`src/rtl/reg_dump_scanner.sv`:
```
// reg_dump_scanner: walks the CPU register-inspection port from FIRST_REG to
// LAST_REG, lets each selection settle, samples val, and streams
// (index, value) pairs over a valid/ready handshake with a running checksum.
module reg_dump_scanner #(
  parameter int unsigned FIRST_REG     = 0,
  parameter int unsigned LAST_REG      = 31,
  parameter int unsigned SETTLE_CYCLES = 1
) (
  input  logic        clk,
  input  logic        startin,
  input  logic        start,
  input  logic        abort,
  input  logic [31:0] val,
  input  logic        out_ready,
  output logic [4:0]  regNo,
  output logic        out_valid,
  output logic [31:0] out_data,
  output logic [4:0]  out_index,
  output logic        out_last,
  output logic        busy,
  output logic        done,
  output logic [31:0] checksum
);

  typedef enum logic [1:0] {
    S_IDLE,
    S_SETTLE,
    S_OUT
  } state_t;

  localparam logic [4:0] FIRST_IDX = 5'(FIRST_REG);
  localparam logic [4:0] LAST_IDX  = 5'(LAST_REG);
  localparam logic [3:0] CNT_INIT  = 4'(SETTLE_CYCLES - 1);

  state_t      state_q, state_d;
  logic [3:0]  cnt_q, cnt_d;
  logic [4:0]  reg_no_d;
  logic        out_valid_d;
  logic [31:0] out_data_d;
  logic [4:0]  out_index_d;
  logic        busy_d;
  logic        done_d;
  logic [31:0] checksum_d;

  // Next-state and next-output computation; every register defaults to hold.
  always_comb begin
    state_d     = state_q;
    cnt_d       = cnt_q;
    reg_no_d    = regNo;
    out_valid_d = out_valid;
    out_data_d  = out_data;
    out_index_d = out_index;
    done_d      = done;
    checksum_d  = checksum;

    case (state_q)
      S_IDLE: begin
        reg_no_d    = FIRST_IDX;
        out_valid_d = 1'b0;
        if (start) begin
          cnt_d      = CNT_INIT;
          checksum_d = '0;
          done_d     = 1'b0;
          state_d    = S_SETTLE;
        end
      end

      S_SETTLE: begin
        if (abort) begin
          out_valid_d = 1'b0;
          reg_no_d    = FIRST_IDX;
          state_d     = S_IDLE;
        end else if (cnt_q != 4'd0) begin
          cnt_d = cnt_q - 4'd1;
        end else begin
          out_data_d  = val;
          out_index_d = regNo;
          out_valid_d = 1'b1;
          state_d     = S_OUT;
        end
      end

      S_OUT: begin
        // Abort wins over a same-cycle handshake, so the word is never summed.
        if (abort) begin
          out_valid_d = 1'b0;
          reg_no_d    = FIRST_IDX;
          state_d     = S_IDLE;
        end else if (out_ready) begin
          checksum_d  = checksum + out_data;
          out_valid_d = 1'b0;
          if (regNo == LAST_IDX) begin
            done_d   = 1'b1;
            reg_no_d = FIRST_IDX;
            state_d  = S_IDLE;
          end else begin
            reg_no_d = regNo + 5'd1;
            cnt_d    = CNT_INIT;
            state_d  = S_SETTLE;
          end
        end
      end

      default: begin
        out_valid_d = 1'b0;
        reg_no_d    = FIRST_IDX;
        state_d     = S_IDLE;
      end
    endcase

    busy_d = (state_d != S_IDLE);
  end

  // State and output registers with synchronous reset taking priority.
  always_ff @(posedge clk) begin
    if (startin) begin
      state_q   <= S_IDLE;
      cnt_q     <= '0;
      regNo     <= FIRST_IDX;
      out_valid <= 1'b0;
      out_data  <= '0;
      out_index <= '0;
      busy      <= 1'b0;
      done      <= 1'b0;
      checksum  <= '0;
    end else begin
      state_q   <= state_d;
      cnt_q     <= cnt_d;
      regNo     <= reg_no_d;
      out_valid <= out_valid_d;
      out_data  <= out_data_d;
      out_index <= out_index_d;
      busy      <= busy_d;
      done      <= done_d;
      checksum  <= checksum_d;
    end
  end

  // Last-word flag decoded from registered values only.
  always_comb begin
    out_last = out_valid && (out_index == LAST_IDX);
  end

endmodule

```
`config.mk`:
```
export PLATFORM = sky130hd
export DESIGN_NAME = reg_dump_scanner
export DESIGN_NICKNAME = d
export VERILOG_FILES = /design/src/rtl/reg_dump_scanner.sv
export SDC_FILE = /design/constraint.sdc
export NUM_CORES = 1
export LEC_CHECK = 0
export CAP_MARGIN = 20
export CORE_MARGIN = 4
export CORE_UTILIZATION = 41
export DETAILED_ROUTE_END_ITERATION = 10
export PLACE_DENSITY = 0.68
export SLEW_MARGIN = 20
export SYNTH_ARGS = -nofsm -noshare
export SYNTH_HDL_FRONTEND = slang
export SYNTH_SLANG_ARGS = --single-unit
```
`constraint.sdc`:
```
create_clock -name clk -period 2.8 [get_ports clk]
set_input_delay 0.28 -clock clk [delete_from_list [all_inputs] [get_ports clk]]
set_output_delay 0.28 -clock clk [all_outputs]
set_load 0.01 [all_outputs]
```
# After elaboration in Yosys (flattened, before gate mapping)
# Cells that the tools add are included.
[classes]
n_addsub = 3
eq_ne = 14
muxes = 33
bitwise = 2
n_reduce_logical = 12
[op_table]
columns = ["cell", "n"]
rows = [
  ["2-to-1 mux 32 bit", 3],
  ["one-hot mux 32 bit (2 select lines)", 1],
  ["adder 32 bit", 1],
  ["2-to-1 mux 4 bit", 6],
  ["2-to-1 mux 5 bit", 4],
  ["!= test 2 bit, second input constant", 8],
  ["one-hot mux 4 bit (3 select lines)", 1],
  ["== test 5 bit, second input constant", 2],
  ["2-to-1 mux 2 bit", 5],
  ["one-hot mux 5 bit (2 select lines)", 1],
  ["2-to-1 mux 1 bit", 9],
  ["AND reduction 7 bit", 1],
  ["!= test 3 bit, second input constant", 2],
  ["one-hot mux 2 bit (3 select lines)", 1],
  ["adder 5 x 1 -> 5 bit, second input constant", 1],
  ["AND reduction 5 bit", 1],
  ["one-hot mux 1 bit (2 select lines)", 2],
  ["AND reduction 2 bit", 2],
  ["AND reduction 4 bit", 1],
  ["nonzero test 2 bit", 2],
  ["nonzero test 4 bit", 1],
  ["subtractor 4 x 1 -> 4 bit, second input constant", 1],
  ["AND reduction 3 bit", 1],
  ["nonzero test 3 bit", 1],
  ["other kinds (5)", 6],
]
[totals]
register_bits = 83
inputBits = 37
output_inout_bits = 78
wordCells = 73

# Longest topological paths before layout
# Gate-level depths: netlist (run 1).
[logic_depth]
ltp_word = 6
depth_mapped = 12
mapped_depth_nobuf = 12

# Worst setup path before layout (run 1)
# OpenSTA, ideal clock, no wires.
[synth_timing]
path_kind = "register to register"
startpoint = "register out_data[0]"
endpoint = "register checksum[24]"
setup_time_ns = 0.074
arrival_ns = 2.567
required_ns = 2.726
slack_ns = 0.159
stages_incl_launch_ff = 12
path_buffers = 0
synth_period_minus_slack_ns = 2.641
cell_sequence = "dfxtp_1 -> ha_1 -> inv_1 -> fa_1 -> nor2b_1 -> o2111ai_1 -> a31oi_1 -> o41ai_1 -> o41ai_1 -> a21boi_0 -> xor2_1 -> o21ai_0"
[synth_via]
elab_chain_len = 4
[synth_lines]
columns = ["item", "line_no", "rtl"]
rows = [
  ["from (decl)", "17", "output logic [31:0] out_data,"],
  ["from (signal assigned)", "131", "out_data <= out_data_d;"],
  ["adder 32 bit", "90", "checksum_d = checksum + out_data;"],
  ["2-to-1 mux 32 bit", "89", "end else if (out_ready) begin"],
  ["2-to-1 mux 32 bit", "85", "if (abort) begin"],
  ["one-hot mux 32 bit (2 select lines)", "56", "case (state_q)"],
  ["to (signal assigned)", "135", "checksum <= checksum_d;"],
  ["to (decl)", "22", "output logic [31:0] checksum"],
]
# No other way between the ends. The select of a mux whose other input is x is not followed.
# A chain may end at the register's enable or synchronous reset.

# Worst setup path after layout (run 1)
[layout_timing]
startpoint = "register out_data[1]"
endpoint = "register checksum[31]"
# Same word-level chain as after synthesis.

==> results.txt, run 1 <==
----------------------------------------------------
[Run status]
  Result of the run ... finished clean

[Final layout]
  Area overhead of the layout relative to synthesis ... 37.5%
  Post-Layout Inst Area ... 6360 um^2
  Antenna diodes ... 0
  Net count of the finished layout ... 777
  Fraction of final layout cells with drive strength greater than 1 ... 8.74%

[Synth]
  Synthesized netlist cell count ... 588
  Count leader, synth ... sky130_fd_sc_hd__nand2_1
  Post-synth top area cell ... sky130_fd_sc_hd__dfxtp_1
  Per-instance average area after synthesis ... 7.87 um^2
  Post-synth cell types ... 50
  Synth cell count leaders ... 122 x sky130_fd_sc_hd__nand2_1, 83 x sky130_fd_sc_hd__dfxtp_1, 79 x sky130_fd_sc_hd__a21oi_1, 37 x sky130_fd_sc_hd__nor2_1, 35 x sky130_fd_sc_hd__ha_1
  Post-synth EDFFs ... 0
  Fraction of post-synthesis cell area in the top cell type by area ... 35.9%
  Post-synth ARST share ... 0%
  Sequential area share after synthesis ... 35.9%
  Number of register bits inferred by synthesis ... 83
  Cells taking the most area after synthesis ... sky130_fd_sc_hd__dfxtp_1 36%, sky130_fd_sc_hd__nand2_1 9.9%, sky130_fd_sc_hd__ha_1 9.5%
  Netlist area before placement ... 4630 um^2
  Main flop type after synthesis ... sky130_fd_sc_hd__dfxtp_1
  Post-synth net total ... 661
  YS warnings ... 0

[Timing]
  Final worst-path cycle share ... 95.6%
  Unrepaired setup endpoints after global routing ... yes
  Post-Route Hold Slack ... 407 ps
  Fin crit period ... 2680 ps
  Number of hold-slack violations in the final timing report ... 0
  Crit path setup slack, layout ... 124 ps
  Worst clock skew on the final layout ... 10.8 ps
  Slew headroom ... 64.7%
  Final-report setup violation count ... 0
  Number of max-slew violations in the final report ... 0
  Maximum achievable frequency ... 374 MHz
  Worst slew pin tran ... 524 ps

[GRT]
  GRT Resource Usage Total ... 19.8%
  Vias in the first global route ... 4429
  Pin count of the biggest net entering global routing ... 41
  Wire length of the first global-routing pass ... 21200 um
  Global-route congestion overflow total ... 0
  Antenna violations before repair ... 0

[Clocking]
  Maximum root-to-sink buffer count ... 2
  Cell at the root of the clock tree ... sky130_fd_sc_hd__clkbuf_16
  CTS Buf Count ... 9
  TritonCTS Sinks ... 83
  Max H-tree Level ... 3
  CTS tree ... built
  Clock-pin transition on the worst setup and hold timing paths ... 60 ps
  Clk_lat worst skew ... 340 ps

[Job]
  Max Cap Viol ... 0

[Floorplanning]
  Initial standard-cell utilization of the core ... 42.3%
  Die Span X ... 114 um
  Die height ... 114 um
  Placement row count ... 38
  Die area ... 13100 um^2
  Core Box Area ... 10900 um^2
  IO Pins ... 115

[Setup path]
  Worst reg2reg path depth ... 10
  Startpoint Class ... flop
  Critical path class ... flop to flop
  Category of the worst setup path capture point ... flop
  Worst-case register-to-register setup slack ... 120 ps
  Crit. Startpoint ... out_data[1]
  Launch point of the worst reg-to-reg path ... out_data[1]
  Endpoint of the lowest-slack register-to-register path ... checksum[31]
  Critical path capture point ... checksum[31]
  Critical path arrival ... 2890 ps
  CP max FO ... 4
  Worst path required time ... 3020 ps

[Route]
  DR vias/cell ... 5.40
  Routed wirelength normalized by instance count ... 15.5 um
  DRC Markers ... 0
  Wire length after detailed routing ... 13100 um
  Routed vias ... 4588
  DRT Pass-1 Iters ... 4
  Number of nets with antenna violations after detailed routing ... 0
  Number of DRC violations after detailed-routing iteration 0 ... 145

[Power and ir drop]
  Sequential power share ... 44.9%
  VDD IR-drop max ... 0.324 mV
  PwrDens ... 433 nW/um^2
  Cell leakage power ... 0.00254 uW
  Net Switching ... 663 uW
  Switching share of total power ... 24.1%
  Power share of the combinational group ... 10.8%
  Part of the power in the clock network ... 44.3%
  Internal power consumption ... 2090 uW

[Placed design]
  Detailed placement HPWL ... 9740 um
  Worst slack at placement ... 34.0 ps
  Area post-placement ... 5910 um^2
  Global placement routability congestion ... 0.880
  Number of input and output port buffers inserted ... 114

[Min path]
  Worst hold path type ... input port to flop
  Cells on Worst Hold Path ... 3

----------------------------------------------------
-- cell families (layout without fill, tap and decap cells) --
group | Yosys count | count (layout) | synth area share, %
AO/OA/AOI/OAI | 180 | 180 | 24.2
AND/OR/NAND/NOR | 214 | 214 | 20.2
buffers and inverters | 41 | 162 | 3.38
XOR/XNOR | 33 | 33 | 6.24
flip-flops | 83 | 83 | 35.9
adder cells (fa/ha/maj) | 36 | 36 | 9.89
multiplexers | 1 | 1 | 0.216
-- layout make-up --
cell class | instances | area, um^2
Clock buffer | 12 | 256
Clock inverter | 4 | 48.8
Fill cell | 1041 | 4570
Inverter | 11 | 41.3
Multi-Input combinational cell | 464 | 2880
Sequential cell | 83 | 1660
Tap cell | 140 | 175
Timing Repair Buffer | 135 | 1290
-- routing by layer --
layer	up-vias	track usage, %	part of all wire [%]
met5	-	0	0
met4	0	5.46	1.6
met3	23	4.65	6.1
met2	129	34.8	49
met1	2140	24.3	43
li1	2296	-	-
-- how the worst min path moves through the flow --
stage	from	end	slack, ps
finish	startin	out_data[13]	410
CTS	startin	checksum[15]	420
global route	startin	checksum[6]	440
global placement	checksum[0]	checksum[0]	460
floorplan	val[0]	out_data[0]	420
detailed placement	out_index[2]	out_index[2]	470
-- cell usage in the layout, fill, tap and decap left out, types with 3 or more instances in the layout --
cell                              synthesis  layout
sky130_fd_sc_hd__a21o_1                  21      21
sky130_fd_sc_hd__a21oi_1                 79      78
sky130_fd_sc_hd__a22oi_1                 13      12
sky130_fd_sc_hd__a31oi_1                  7       4
sky130_fd_sc_hd__a31oi_2                  0       3
sky130_fd_sc_hd__and3_1                   6       5
sky130_fd_sc_hd__buf_4                    0      21
sky130_fd_sc_hd__clkbuf_16                0       9
sky130_fd_sc_hd__clkdlybuf4s50_1          0     113
sky130_fd_sc_hd__dfxtp_1                 83      81
sky130_fd_sc_hd__ha_1                    35      33
sky130_fd_sc_hd__inv_1                   11      11
sky130_fd_sc_hd__nand2_1                122     122
sky130_fd_sc_hd__nand2b_1                 4       4
sky130_fd_sc_hd__nand3_1                  4       4
sky130_fd_sc_hd__nand4_1                  9       9
sky130_fd_sc_hd__nor2_1                  37      37
sky130_fd_sc_hd__nor2b_1                  6       5
sky130_fd_sc_hd__nor3_1                   8       8
sky130_fd_sc_hd__nor4_1                   4       4
sky130_fd_sc_hd__o21a_1                   4       4
sky130_fd_sc_hd__o21ai_0                 28      27
sky130_fd_sc_hd__o21bai_1                 5       5
sky130_fd_sc_hd__or2_2                    4       4
sky130_fd_sc_hd__or3_1                    3       3
sky130_fd_sc_hd__xnor2_1                 19      19
sky130_fd_sc_hd__xor2_1                  14      14
-- power groups by stage --
stage | combinational (uW) | sequential [uW] | clock, uW
2_1_floorplan | 149 | 1270 | 0
3_3_place_gp | 294 | 1260 | 0
3_5_place_dp | 299 | 1260 | 0
4_1_cts | 301 | 1240 | 1230
5_1_grt | 330 | 1240 | 1280
6_report | 298 | 1240 | 1220
-- critical path, stage by stage (launching register included) --
cell                        delay, ps
sky130_fd_sc_hd__dfxtp_1          340
sky130_fd_sc_hd__ha_1             310
sky130_fd_sc_hd__a211o_1          300
sky130_fd_sc_hd__a211oi_2         270
sky130_fd_sc_hd__nor4_1           110
sky130_fd_sc_hd__a211o_1          290
sky130_fd_sc_hd__a21oi_4          240
sky130_fd_sc_hd__o2111ai_4        180
sky130_fd_sc_hd__and3_4           200
sky130_fd_sc_hd__o31ai_2          220
sky130_fd_sc_hd__o31ai_1           90
-- state kept, by name (all words and copies together), names as in the netlist --
register / flops
checksum: 32
done: 1
busy: 1
out_valid: 1
regNo: 5
out_data: 32
state_q: 2
cnt_q: 4
out_index: 5
-- stage by stage --
| step | power [uW] | utilization [%] | setup TNS [ps] | std cells |
|---|---|---|---|---|
| CTS | 2770 | 57.4 | 0 | 846 |
| floorplan | 1410 | - | 0 | 588 |
| finish | 2750 | 58.2 | 0 | 849 |
| detailed placement | 1560 | 54.1 | 0 | 824 |
| global route | 2850 | 58.2 | -2.09 | 849 |
| global placement | 1560 | 54.1 | 0 | 824 |
-- repair_timing --
action                     CTS  global route
pin swaps                    1             7
hold endpoints to repair     0             0
buffers inserted             6             3
setup endpoints to repair    2            10
resized for setup            2            16
hold buffers                 0             0
Note: power is estimated with default switching activity, not from simulation.
==> run 2, diff against run 1 <==
--- a/config.mk
+++ b/config.mk
@@ -10,7 +10,6 @@
 export CORE_UTILIZATION = 41
 export DETAILED_ROUTE_END_ITERATION = 10
 export PLACE_DENSITY = 0.68
-export SLEW_MARGIN = 20
 export SYNTH_ARGS = -nofsm -noshare
 export SYNTH_HDL_FRONTEND = slang
 export SYNTH_SLANG_ARGS = --single-unit
==> results of run 2 <==
Same layout as run 1: the final DEF is identical, and so are final timing and power.
